### config.mk
export PLATFORM = sky130hd
export DESIGN_NAME = out_uart
export DESIGN_NICKNAME = d
export VERILOG_FILES = /design/src/rtl/out_uart_pkg.sv /design/src/rtl/out_fifo.sv /design/src/rtl/out_uart.sv
export SDC_FILE = /design/constraint.sdc
export NUM_CORES = 1
export LEC_CHECK = 0
export BUFFER_PORTS_ARGS = -buffer_cell sky130_fd_sc_hd__buf_4
export CORE_MARGIN = 8
export CORE_UTILIZATION = 41
export CTS_CLUSTER_DIAMETER = 100
export DETAILED_ROUTE_END_ITERATION = 8
export PLACE_DENSITY = 0.7
export SLEW_MARGIN = 10
export SYNTH_ARGS = -nofsm -noshare
export SYNTH_HDL_FRONTEND = slang
export SYNTH_HIERARCHICAL = 1
export SYNTH_SLANG_ARGS = --single-unit
### constraint.sdc
create_clock -name clk -period 5.45 [get_ports clk]
set_input_delay 0.8175 -clock clk [delete_from_list [all_inputs] [get_ports clk]]
set_output_delay 0.8175 -clock clk [all_outputs]
set_load 0.1 [all_outputs]
### src/rtl/out_uart_pkg.sv
// Shared encodings for the tinycpu serial output port: CPU control states,
// the OUT opcode and the transmit FSM states.
// Optional feature macro: OUT_UART_PARITY_EN (adds an even-parity bit per byte).
package out_uart_pkg;

  // tinycpu control-state encodings (cs)
  localparam logic [2:0] FETCHA = 3'd0;
  localparam logic [2:0] FETCHB = 3'd1;
  localparam logic [2:0] EXECA  = 3'd2;
  localparam logic [2:0] EXECB  = 3'd3;

  // tinycpu opcodes (ir[15:12])
  localparam logic [3:0] PUSH = 4'h0;
  localparam logic [3:0] OUT  = 4'he;

  // Transmit FSM states
  typedef enum logic [2:0] {
    StIdle   = 3'd0,
    StStart  = 3'd1,
    StData   = 3'd2,
`ifdef OUT_UART_PARITY_EN
    StParity = 3'd3,
`endif
    StStop   = 3'd4
  } tx_state_e;

  // Write strobe decode: an OUT instruction in its first execute state
  function automatic logic is_out_write(input logic [2:0] cs, input logic [15:0] ir);
    return (cs == EXECA) && (ir[15:12] == OUT);
  endfunction

endpackage

### src/rtl/out_fifo.sv
// Small synchronous FIFO for captured OUT words. A push while full is only
// accepted when a pop happens on the same edge.
module out_fifo #(
  parameter int unsigned DEPTH = 4
) (
  input  logic                     clk,
  input  logic                     reset,
  input  logic                     push,
  input  logic                     pop,
  input  logic [15:0]              din,
  output logic [15:0]              dout,
  output logic                     full,
  output logic                     empty,
  output logic [$clog2(DEPTH):0]   level
);

  localparam int unsigned AW = $clog2(DEPTH);

  logic [15:0]   mem [DEPTH];
  logic [AW-1:0] wptr_q, rptr_q;
  logic [AW:0]   cnt_q;
  logic          do_push, do_pop;

  assign full    = (cnt_q == (AW+1)'(DEPTH));
  assign empty   = (cnt_q == '0);
  assign do_pop  = pop && !empty;
  assign do_push = push && (!full || do_pop);
  assign dout    = mem[rptr_q];
  assign level   = cnt_q;

  // Storage array; contents need no reset since pointers define validity
  always_ff @(posedge clk) begin
    if (do_push) mem[wptr_q] <= din;
  end

  // Pointers and occupancy
  always_ff @(posedge clk or negedge reset) begin
    if (!reset) begin
      wptr_q <= '0;
      rptr_q <= '0;
      cnt_q  <= '0;
    end else begin
      if (do_push) wptr_q <= wptr_q + AW'(1);
      if (do_pop)  rptr_q <= rptr_q + AW'(1);
      if (do_push && !do_pop)      cnt_q <= cnt_q + (AW+1)'(1);
      else if (do_pop && !do_push) cnt_q <= cnt_q - (AW+1)'(1);
    end
  end

endmodule

### src/rtl/out_uart.sv
// Serial output port for the tinycpu: snoops OUT writes into a FIFO and sends
// each 16-bit word as two UART bytes, low byte first.
// Optional feature macro: OUT_UART_PARITY_EN (8E1 framing instead of 8N1).
module out_uart
  import out_uart_pkg::*;
#(
  parameter int unsigned DEPTH        = 4,
  parameter int unsigned CLKS_PER_BIT = 16
) (
  input  logic                   clk,
  input  logic                   reset,
  input  logic [2:0]             cs,
  input  logic [15:0]            ir,
  input  logic [15:0]            dbus,
  input  logic                   ovf_clr,
  output logic                   txd,
  output logic                   busy,
  output logic [$clog2(DEPTH):0] level,
  output logic                   overflow
);

  localparam int unsigned CW = $clog2(CLKS_PER_BIT);

  tx_state_e     state_q, state_d;
  logic [CW-1:0] cnt_q, cnt_d;
  logic [2:0]    bit_q, bit_d;
  logic          hi_q, hi_d;
  logic [15:0]   sh_q, sh_d;
  logic          ovf_q;
  logic          wr, pop, full, empty, tick;
  logic [15:0]   fifo_dout;
`ifdef OUT_UART_PARITY_EN
  logic          par_q, par_d;
`endif

  assign wr   = is_out_write(cs, ir);
  assign tick = (cnt_q == CW'(CLKS_PER_BIT - 1));

  out_fifo #(
    .DEPTH (DEPTH)
  ) u_fifo (
    .clk   (clk),
    .reset (reset),
    .push  (wr),
    .pop   (pop),
    .din   (dbus),
    .dout  (fifo_dout),
    .full  (full),
    .empty (empty),
    .level (level)
  );

  // Sticky overflow: a drop on the same edge as ovf_clr wins
  always_ff @(posedge clk or negedge reset) begin
    if (!reset)                   ovf_q <= 1'b0;
    else if (wr && full && !pop)  ovf_q <= 1'b1;
    else if (ovf_clr)             ovf_q <= 1'b0;
  end

  assign overflow = ovf_q;
  assign busy     = (state_q != StIdle) || (level != '0);

  // Transmit next-state, shifter and line output
  always_comb begin
    state_d = state_q;
    cnt_d   = tick ? '0 : cnt_q + CW'(1);
    bit_d   = bit_q;
    hi_d    = hi_q;
    sh_d    = sh_q;
    pop     = 1'b0;
    txd     = 1'b1;
`ifdef OUT_UART_PARITY_EN
    par_d   = par_q;
`endif
    unique case (state_q)
      StIdle: begin
        cnt_d = '0;
        if (!empty) begin
          pop     = 1'b1;
          sh_d    = fifo_dout;
          hi_d    = 1'b0;
          state_d = StStart;
        end
      end
      StStart: begin
        txd = 1'b0;
        if (tick) begin
          bit_d   = '0;
          state_d = StData;
`ifdef OUT_UART_PARITY_EN
          par_d   = 1'b0;
`endif
        end
      end
      StData: begin
        txd = sh_q[0];
        if (tick) begin
          // Shifting right leaves the high byte in sh_q[7:0] after the low byte
          sh_d  = {1'b0, sh_q[15:1]};
          bit_d = bit_q + 3'd1;
`ifdef OUT_UART_PARITY_EN
          par_d = par_q ^ sh_q[0];
          if (bit_q == 3'd7) state_d = StParity;
`else
          if (bit_q == 3'd7) state_d = StStop;
`endif
        end
      end
`ifdef OUT_UART_PARITY_EN
      StParity: begin
        txd = par_q;
        if (tick) state_d = StStop;
      end
`endif
      StStop: begin
        txd = 1'b1;
        if (tick) begin
          if (!hi_q) begin
            hi_d    = 1'b1;
            state_d = StStart;
          end else if (!empty) begin
            // Chain straight into the next word with no idle gap
            pop     = 1'b1;
            sh_d    = fifo_dout;
            hi_d    = 1'b0;
            state_d = StStart;
          end else begin
            state_d = StIdle;
          end
        end
      end
      default: state_d = StIdle;
    endcase
    // Baud counter restarts on every state change
    if (state_d != state_q) cnt_d = '0;
  end

  // Transmit state registers
  always_ff @(posedge clk or negedge reset) begin
    if (!reset) begin
      state_q <= StIdle;
      cnt_q   <= '0;
      bit_q   <= '0;
      hi_q    <= 1'b0;
      sh_q    <= '0;
    end else begin
      state_q <= state_d;
      cnt_q   <= cnt_d;
      bit_q   <= bit_d;
      hi_q    <= hi_d;
      sh_q    <= sh_d;
    end
  end

`ifdef OUT_UART_PARITY_EN
  // Running parity of the byte being sent
  always_ff @(posedge clk or negedge reset) begin
    if (!reset) par_q <= 1'b0;
    else        par_q <= par_d;
  end
`endif

endmodule

After elaboration in Yosys (flattened, before gate mapping)
Memory sizes are Yosys's and may differ from the RTL's.
Cells that the tools add are included.
{"block": "op_classes", "add_sub_neg": 6, "reduce_logical": 26, "mul": 0, "n_eq_ne": 14, "bitwise": 0, "order_cmp": 0, "div": 0, "shift": 0, "mux": 35}
{"operator": "two-way mux 16 bit", "count": 4}
{"operator": "case mux 16 bit (3 select lines)", "count": 1}
{"operator": "two-way mux 3 bit", "count": 9}
{"operator": "two-way mux 1 bit", "count": 13}
{"operator": "two-way mux 4 bit", "count": 3}
{"operator": "case mux 3 bit (4 select lines)", "count": 1}
{"operator": "!= test 2 bit (second input constant)", "count": 5}
{"operator": "== test 3 bit (second input constant)", "count": 3}
{"operator": "nonzero test 3 bit", "count": 3}
{"operator": "== test 4 bit (second input constant)", "count": 2}
{"operator": "nonzero test 2 bit", "count": 4}
{"operator": "logical AND 1 bit", "count": 7}
{"operator": "adder 3 x 1 -> 3 bit (second input constant)", "count": 2}
{"operator": "== test 3 x 2 -> 1 bit (second input constant)", "count": 2}
{"operator": "logical NOT 3 bit", "count": 2}
{"operator": "case mux 1 bit (2 select lines)", "count": 3}
{"operator": "case mux 3 bit (2 select lines)", "count": 1}
{"operator": "AND reduction 3 bit", "count": 2}
{"operator": "logical NOT 1 bit", "count": 5}
{"operator": "adder 2 x 1 -> 2 bit (second input constant)", "count": 2}
{"operator": "adder 4 x 1 -> 4 bit (second input constant)", "count": 1}
{"operator": "AND reduction 4 bit", "count": 1}
{"operator": "== test 3 x 1 -> 1 bit (second input constant)", "count": 1}
{"operator": "!= test 3 bit", "count": 1}
{"operator": "2 further kinds", "count": 3}
{"block": "word_totals", "output_inout_bits": 6, "register_bits": 35, "mem_bits_rw": 64, "rom_bits": 0, "in_bits": 38, "latch_bits": 0, "memories": 1, "elab_cells": 91}
{"memory": "u_fifo.mem", "depth": 4, "word_bits": 16, "rd": 1, "rd_ports_with_merged_regs": 0, "write_ports": 1, "line": "out_fifo.sv:19", "text": "logic [15:0] mem [DEPTH];"}

Longest topological paths before layout
Gate-level depths: netlist of run 1.
{"block": "depth", "depth_word": 12, "mapped_depth": 11, "ltp_nobuf": 11}

Modules after synthesis
The synthesis of run 1 kept the hierarchy.
{"module": "out_fifo", "seq_area_each_um2": 2097.0, "area_per_inst_um2": 2778.9, "cells_each": 119, "n_inst": 1}
{"module": "out_uart", "seq_area_each_um2": 700.7, "area_per_inst_um2": 1597.8, "cells_each": 134, "n_inst": 1}

Least setup slack after synthesis of run 1
Ideal clock, no wire load.
{"block": "synth_path", "path_type": "reg2reg", "start": "register u_fifo.cnt_q[0] (netlist: u_fifo/level[0])", "end": "register u_fifo.cnt_q[2] (netlist: u_fifo/level[2])", "path_stages_with_launch": 12, "path_slack_ps": 2137, "synth_period_minus_slack_ps": 3313, "arrival_time_ps": 3149, "required_ps": 5286, "setup_ps": 164, "n_path_buf": 0, "path_cell_list": "dfrtp_1 nor3_1 or3_4 a21oi_4 inv_1 a21boi_2 ha_1 inv_1 fa_1 xor2_1 nor2_1 xor2_1"}
{"block": "synth_via", "elab_chain_cells": 11, "word_cells_on_any_way": 20, "classes_between": "add/sub (2); eq/ne (1); mux (6); reduce/logical (11)"}
{"element": "start: declaration", "line": "out_fifo.sv:21", "text": "logic [AW:0] cnt_q;"}
{"element": "start signal: assignment", "line": "out_fifo.sv:45", "text": "if (do_push && !do_pop) cnt_q <= cnt_q + (AW+1)'(1);"}
{"element": "start signal: assignment", "line": "out_fifo.sv:46", "text": "else if (do_pop && !do_push) cnt_q <= cnt_q - (AW+1)'(1);"}
{"element": "logical NOT 3 bit (*)", "line": "out_fifo.sv:25", "text": "assign empty = (cnt_q == '0);"}
{"element": "via empty", "line": "out_uart.sv:30", "text": "logic wr, pop, full, empty, tick;"}
{"element": "two-way mux 1 bit (*)", "line": "out_uart.sv:78, out_uart.sv:121"}
{"element": "two-way mux 1 bit", "line": "out_uart.sv:118", "text": "if (!hi_q) begin"}
{"element": "two-way mux 1 bit", "line": "out_uart.sv:117", "text": "if (tick) begin"}
{"element": "case mux 1 bit (2 select lines) (*)", "line": "out_uart.sv:75", "text": "unique case (state_q)"}
{"element": "via pop", "line": "out_uart.sv:30"}
{"element": "logical AND 1 bit (*)", "line": "out_fifo.sv:26", "text": "assign do_pop = pop && !empty;"}
{"element": "logical OR 1 bit (*)", "line": "out_fifo.sv:27", "text": "assign do_push = push && (!full || do_pop);"}
{"element": "logical AND 1 bit (*)", "line": "out_fifo.sv:27"}
{"element": "via u_fifo.do_push", "line": "out_fifo.sv:22", "text": "logic do_push, do_pop;"}
{"element": "logical NOT 1 bit", "line": "out_fifo.sv:46"}
{"element": "logical AND 1 bit", "line": "out_fifo.sv:46"}
{"element": "nonzero test 2 bit (no line)"}
Mark *: on every way through the listed nets, which the timed path passes. The rest lies on a longest branch. The select of a mux whose other input is x is not followed.
A chain may end at the register's enable or synchronous reset.

Worst setup path in the final report of run 1
{"block": "layout_path", "start": "register u_fifo.cnt_q[0] (netlist: u_fifo/level[0])", "end": "memory u_fifo.mem[0][9], enable pin"}
{"block": "layout_via", "elab_chain_cells": 10, "word_cells_on_any_way": 13, "classes_between": "eq/ne (1); mux (6); reduce/logical (6)"}
{"element": "logical NOT 3 bit (*)", "line": "out_fifo.sv:25"}
{"element": "via empty", "line": "out_uart.sv:30"}
{"element": "two-way mux 1 bit (*)", "line": "out_uart.sv:78, out_uart.sv:121"}
{"element": "two-way mux 1 bit", "line": "out_uart.sv:118"}
{"element": "two-way mux 1 bit", "line": "out_uart.sv:117"}
{"element": "case mux 1 bit (2 select lines) (*)", "line": "out_uart.sv:75"}
{"element": "via pop", "line": "out_uart.sv:30"}
{"element": "logical AND 1 bit (*)", "line": "out_fifo.sv:26"}
{"element": "logical OR 1 bit (*)", "line": "out_fifo.sv:27"}
{"element": "logical AND 1 bit (*)", "line": "out_fifo.sv:27"}
{"element": "via u_fifo.do_push", "line": "out_fifo.sv:22"}
{"element": "two-way mux 1 bit (*)", "line": "out_fifo.sv:33", "text": "if (do_push) mem[wptr_q] <= din;"}
{"element": "two-way mux 1 bit (not written as such) (*)", "line": "out_fifo.sv:33"}
{"element": "end: declaration", "line": "out_fifo.sv:19"}
Mark *: on every way through the listed nets, which the timed path passes. The rest lies on a longest branch.

==> run summary, run 1 <==
Fin Clk Skew: 0.01067 ns
Initial antenna violation count: 0
Initial cell density of the core: 0.4221
DRT iter0 DRCs: 87
Total Wirelength: 7106 µm
Met2 Wirelength: 3461 µm
Top FF cell, synth: edfxtp_1
Instance count of the mapped netlist: 253
Highest Signal Layer: met4
Seq cells post-synth: 99
Clock Path Buffers: 2
I/O pin total: 44
Most common cell after layout, fill and taps aside: edfxtp_1
Clock sinks: 99
Critical Path Max Stage Delay: 0.79 ns
Synthesized area per cell: 17.30 µm²
RSZ-0062 raised after global routing: false
Crit path cell chain: nor3_1 -> or3_4 -> a21oi_4 -> inv_1 -> a21boi_2 -> and2_1
# DRC: 0
Ant. Diodes: 0
Hold_buf cts: 0
TritonCTS clock tree: done
Area Growth Syn to Fin: 11.66%
DR WL met3: 291 µm
Worst-path maximum fanout: 16
First-pass GRT wire length: 11940 µm
CP Launch Type: flip-flop
Worst slew pin tran: 1.026 ns
Die footprint: 14240 µm²
Max VDD drop: 0.3178 mV
Total Power: 0.002208 W
Part of the cycle the worst path needs: 0.5356
Gr usage total: 0.1068
Drt pass-1 iters: 4
CP required: 5.43 ns
Relative slew slack: 0.3157
Synthesized area: 4377 µm²
CP Capture Type: flip-flop
Setup repair bufs after CTS: 0
Seq/Total Area, Yosys: 0.6392
GR Overflow Total: 0
Post-DP HPWL: 4507 µm
Clock edge transition at the registers on the reported setup and hold paths: 0.10 ns
R2R depth: 6
Ratio of total power to cell area: 451.8 nW/µm²
CTS Buf Count: 9
Worst EP arrival: 2.90 ns
Clock insertion delay at the later pin of the skew report: 0.36 ns
Die width: 119.3 µm
CTS root buf: clkbuf_8
Status: finished, final reports clean
Final Critical Period: 2.919 ns
Met1 wire length: 3217 µm
Overall die height: 119.3 µm
EDFF count, synth: 64
Max stage delay cell, worst path: and2_1
Largest net degree at the start of global routing: 36
Share of layout cells above drive strength 1: 0.3264
FFs w/ async S/R, synth: 0.3535
Post-Syn Nets: 300
Routed Antenna Nets: 0
FP Rows: 37
Final hold violation count: 0
Min-Delay Path Class: primary input to async pin
Setup TNS Final: 0 ns
WL per Instance: 16.76 µm
Nets: 330
Vias in the first global route: 2374
Lkg Pwr: 1.809 nW
Max Cap Viol: 0
# resized after CTS: 0
Final slew viol count: 0
Core Region: 10370 µm²
CP startpoint: u_fifo/level[0]
Synth unique cells: 43
Number of fill cells: 897
Most frequent cells in the layout: 64 x edfxtp_1, 35 x dfrtp_1, 32 x buf_4, 22 x mux2_2, 10 x mux2_4
Final Setup Violations: 0
H-tree depth: 3
Highest Clock Rate: 342.6 MHz
YS warnings: 6
Vias per inst: 5.179
Routed vias: 2196
RR Startpoint: u_fifo/level[0]
GPL Wtd Cong: 0.7175
Setup CP Type: flip-flop to flip-flop
Number of I/O port buffers: 31
-- synth_stat cells, drive strengths merged (2+ instances only) --
cell     count  share of area
nor2b        3         0.0043
buf         11          0.024
mux2        32          0.091
xnor2        5          0.010
o2bb2ai      3         0.0060
nor3b        5          0.011
xor2         3         0.0060
nand2        8         0.0069
nor2         4         0.0034
dfrtp       35           0.20
inv          6         0.0051
o21ai        4         0.0046
nand3b       4         0.0069
edfxtp      64           0.44
a211oi       2         0.0034
a31oi        2         0.0029
ha           8          0.023
and3         2         0.0029
mux4        16          0.089
a21oi       11          0.018
nand2b       2         0.0029
clkbuf       2         0.0017
and2         4         0.0057
nor3         3         0.0034
nand4b       3         0.0060
-- cells by family after synthesis --
| group | after synthesis | synth area share |
|---|---|---|
| mux | 49 | 0.1824 |
| flops | 99 | 0.6392 |
| buf+inv | 19 | 0.03087 |
| xor+xnor | 8 | 0.01601 |
| compound gates | 25 | 0.04031 |
| simple gates | 44 | 0.06375 |
| fa+ha+maj | 9 | 0.02745 |
-- registers in the layout, summed over array words and instances, names as in the netlist, 2 cells and up --
register,flops
u_fifo/wptr_q,2
sh_q,16
u_fifo/mem,64
cnt_q,4
state_q,3
bit_q,3
u_fifo/rptr_q,2
u_fifo/level,3
-- report_power, final --
part | total, W | internal [W] | switching, W | leakage, nW
logic | 0.000651 | 0.000363 | 0.000288 | 0.710
registers | 0.00107 | 0.000912 | 0.000160 | 0.997
clock network | 0.000484 | 0.000220 | 0.000264 | 0.102
-- path summary, 6_finish.rpt --
check | endpoint | slack [ns]
min | u_fifo/level[0] | 0.40
min reg2reg | sh_q[4] | 0.51
max reg2reg | u_fifo/mem[0][9] | 2.53
max | u_fifo/mem[0][9] | 2.53
min in group clk | sh_q[4] | 0.51
max in group asynchronous | sh_q[13] | 4.71
-- layout make-up --
class	count	area [µm²]	area share
multi-input cells	135	1449	0.2965
well taps	136	170.2	0.03482
clock buffers	9	123.9	0.02535
clock inverters	7	83.83	0.01715
inverters	6	22.52	0.004608
repair buffers	32	240.2	0.04916
flip-flops and latches	99	2798	0.5725
-- worst max-delay path: cells and delay by family (launching register included) --
| kind | cells | cell delay (ns) |
|---|---|---|
| AND/OR/NAND/NOR | 3 | 1.38 |
| flip-flops | 1 | 0.54 |
| AO/OA/AOI/OAI | 2 | 0.53 |
| buffers and inverters | 1 | 0.08 |
-- per-layer routing --
layer  up-vias  track usage
li1       1034            -
met5         -            0
met2        40       0.1721
met1      1112       0.1301
met3        10      0.02881
met4         0      0.05386
-- per-stage QoR --
| stage | area, µm² | setup slack, ns | hold WS [ns] | util | cells |
|---|---|---|---|---|---|
| 3_3_place_gp | 4679 | 2.453 | 0.4831 | 0.4513 | 408 |
| 6_report | 4887 | 2.531 | 0.4030 | 0.4713 | 424 |
| 5_1_grt | 4887 | 2.342 | 0.4131 | 0.4713 | 424 |
| 4_1_cts | 4887 | 2.473 | 0.4018 | 0.4713 | 424 |
| 2_1_floorplan | 4377 | 2.137 | 0.4539 | - | 253 |
| 3_5_place_dp | 4679 | 2.422 | 0.4895 | 0.4513 | 408 |
(Power assumes the default switching activity.)
==> run 2: changes to the inputs <==
PLACE_DENSITY = 0.72   (was 0.7)
clock period = 2.6 ns   (was 5.45 ns; I/O delays follow)
==> run 2 against run 1 <==
Worst hold slack lost 0.20 ns. Cell count grew 3.1%. Critical path depth grew 5. Wire length grew 0.99%. Cell area grew 2.3%. Clock power grew 96%. Die area is the same. First-iteration DRC count grew 24%. Largest power group unchanged. Flip-flop and latch count is the same. Utilization grew 1.1 points. Clock skew grew 0.0090 ns. Largest cell class unchanged.
==> run summary, run 2 (same netlist as run 1, synthesis figures left out) <==
Core Region: 10370 µm² (unchanged)
Ant. Diodes: 0 (unchanged)
Highest Clock Rate: 420.5 MHz (+23%)
I/O pin total: 44 (unchanged)
Status: finished, final reports clean
Routed vias: 2228 (+1.5%)
H-tree depth: 3 (unchanged)
Die width: 119.3 µm (unchanged)
Total Wirelength: 7176 µm (+0.99%)
Setup repair bufs after CTS: 0 (unchanged)
Clock sinks: 99 (unchanged)
Final slew viol count: 0 (unchanged)
Clock edge transition at the registers on the reported setup and hold paths: 0.11 ns (about the same)
Max VDD drop: 0.7079 mV (+120%)
Worst EP arrival: 2.68 ns (-0.22 ns)
Power Internal: 0.003114 W (+110%)
Largest net degree at the start of global routing: 36 (unchanged)
NetSw: 0.001550 W (+120%)
Overall die height: 119.3 µm (unchanged)
Most common cell after layout, fill and taps aside: edfxtp_1
Ratio of total power to cell area: 933.3 nW/µm² (+110%)
Sequential power share: 0.459 (-0.027)
Final hold violation count: 0 (unchanged)
CP Launch Type: flip-flop
Post-DP HPWL: 4537 µm (+0.67%)
Min-Delay Path Class: primary input to flip-flop
Worst-path maximum fanout: 6 (-10)
Gr usage total: 0.1086 (+0.001807)
CP Capture Type: flip-flop
CTS Buf Count: 9 (unchanged)
Routed Antenna Nets: 0 (unchanged)
Cell family with most CP delay: simple AND/OR/NAND/NOR gates
Relative slew slack: 0.6817 (+0.3660)
Placed Area: 4797 µm² (+2.5%)
Sw frac: 0.3323 (+0.009903)
Max stage delay cell, worst path: dfrtp_4
Drt pass-1 iters: 4 (unchanged)
Die footprint: 14240 µm² (unchanged)
# DRC: 0 (unchanged)
WL per Instance: 16.42 µm (-2.0%)
Number of I/O port buffers: 31 (unchanged)
Final Setup Violations: 0 (unchanged)
Worst slew pin tran: 0.4774 ns (-0.5490 ns)
FP Rows: 37 (unchanged)
Share of layout cells above drive strength 1: 0.3721 (+0.04570)
Most frequent cells in the layout: 64 x edfxtp_1, 44 x buf_4, 32 x dfrtp_1, 22 x mux2_2, 10 x mux2_4
Reg with most FFs: u_fifo/mem
Final Critical Period: 2.378 ns (-0.5405 ns)
Fin Clk Skew: 0.01965 ns (+0.008977 ns)
Max Cap Viol: 0 (unchanged)
Crit path cell chain: nor3_4 -> or3_4 -> a21oi_4 -> inv_1 -> a21boi_2 -> ha_2 -> inv_2 -> fa_2 -> xor2_1 -> nor2_1 -> xor2_1
Critical Path Max Stage Delay: 0.50 ns (-0.29 ns)
DRT iter0 DRCs: 108 (+24%)
Initial cell density of the core: 0.4221 (unchanged)
Vias in the first global route: 2446 (+3.0%)
Setup TNS Final: 0 ns (unchanged)
RSZ-0062 raised after global routing: false
Clock Power Share: 0.203 (-0.016)
Initial antenna violation count: 0 (unchanged)
GR Overflow Total: 0 (unchanged)
Max reg flops: 64 (unchanged)
Clock Path Buffers: 2 (unchanged)
Number of fill cells: 914 (+1.9%)
Vias per inst: 5.098 (-1.6%)
Area Growth Syn to Fin: 14.18%
Nets: 343 (+3.9%)
Post-route cell area: 4997 µm² (+2.3%)
First-pass GRT wire length: 12130 µm (+1.6%)
Clock insertion delay at the later pin of the skew report: 0.37 ns (about the same)
CP required: 2.90 ns (-2.53 ns)
Setup CP Type: flip-flop to flip-flop
Most used cell along the critical path: xor2_1
Combinational Power Share: 0.338 (+0.043)
CTS root buf: clkbuf_8
Part of the cycle the worst path needs: 0.9147 (+0.3792)
TritonCTS clock tree: done
GPL Wtd Cong: 0.7159 (-0.22%)
Largest regs: u_fifo/mem x64, sh_q x16, cnt_q x4
Lkg Pwr: 1.870 nW (+3.4%)
Critical path buffers and inverters: 2 (+1)
run 2: cell type report:
class / count / area (µm²) / area share
Sequential cell: 99 / 2809 / 0.5621
Inverter: 6 / 22.52 / 0.004507
Multi-Input combinational cell: 135 / 1465 / 0.2932
Clock inverter: 7 / 66.31 / 0.01327
Clock buffer: 9 / 123.9 / 0.02479
Tap cell: 136 / 170.2 / 0.03405
Timing Repair Buffer: 45 / 340.3 / 0.06810
run 2: metal layers:
metal | wire (µm) | GRT usage | vias to the layer above
li1 | - | - | 1056
met1 | 3179 | 0.1278 | 1139
met2 | 3635 | 0.1851 | 26
met3 | 291 | 0.04062 | 7
met4 | 70 | 0.02576 | 0
met5 | 0 | 0 | -
run 2: final timing paths:
path                                 start                 to  slack [ns]  cells after the start
max in group asynchronous            reset    u_fifo/level[2]        1.71                      2
max reg2reg                u_fifo/level[1]    u_fifo/level[2]        0.22                     11
min in group asynchronous            reset           cnt_q[2]        0.50                      2
max                        u_fifo/level[1]    u_fifo/level[2]        0.22                     11
min                               dbus[10]  u_fifo/mem[0][10]        0.21                      1
min reg2reg                       cnt_q[0]           cnt_q[0]        0.50                      1
run 2: repair_timing:
item | 4_1_cts | 5_1_grt
endpoints found under the hold margin | 35 | 0
resized for setup | 0 | 0
hold buffers | 1 | 0
setup endpoints to repair | 0 | 0
run 2: power by group through the flow:
stage	sequential, W	combinational (W)	clock (W)
final	0.00214	0.00158	0.000947
after global routing	0.00218	0.00172	0.00104
after CTS	0.00214	0.00161	0.000981
after detailed placement	0.00217	0.00160	0
after global placement	0.00216	0.00156	0
after floorplan	0.00230	0.00118	0
run 2: worst reg2reg max path: cells and delay by family, from the launching register on:
family / cells / cell delay (ns)
compound gates: 2 / 0.33
xor+xnor: 2 / 0.30
buf+inv: 2 / 0.11
flops: 1 / 0.50
simple gates: 3 / 0.54
fa+ha+maj: 2 / 0.53
run 2: per-stage QoR:
| stage | power (W) | hold slack, ns | setup slack, ns | std cells | util |
|---|---|---|---|---|---|
| 2_1_floorplan | 0.003477 | 0.09441 | -0.07841 | 253 | - |
| 3_3_place_gp | 0.003716 | 0.3735 | 0.2539 | 420 | 0.4626 |
| 3_5_place_dp | 0.003772 | 0.3853 | 0.2239 | 420 | 0.4626 |
| 4_1_cts | 0.004728 | 0.1886 | 0.1965 | 437 | 0.4819 |
| 5_1_grt | 0.004934 | 0.1792 | 0.02860 | 437 | 0.4819 |
| 6_report | 0.004664 | 0.2061 | 0.2217 | 437 | 0.4819 |
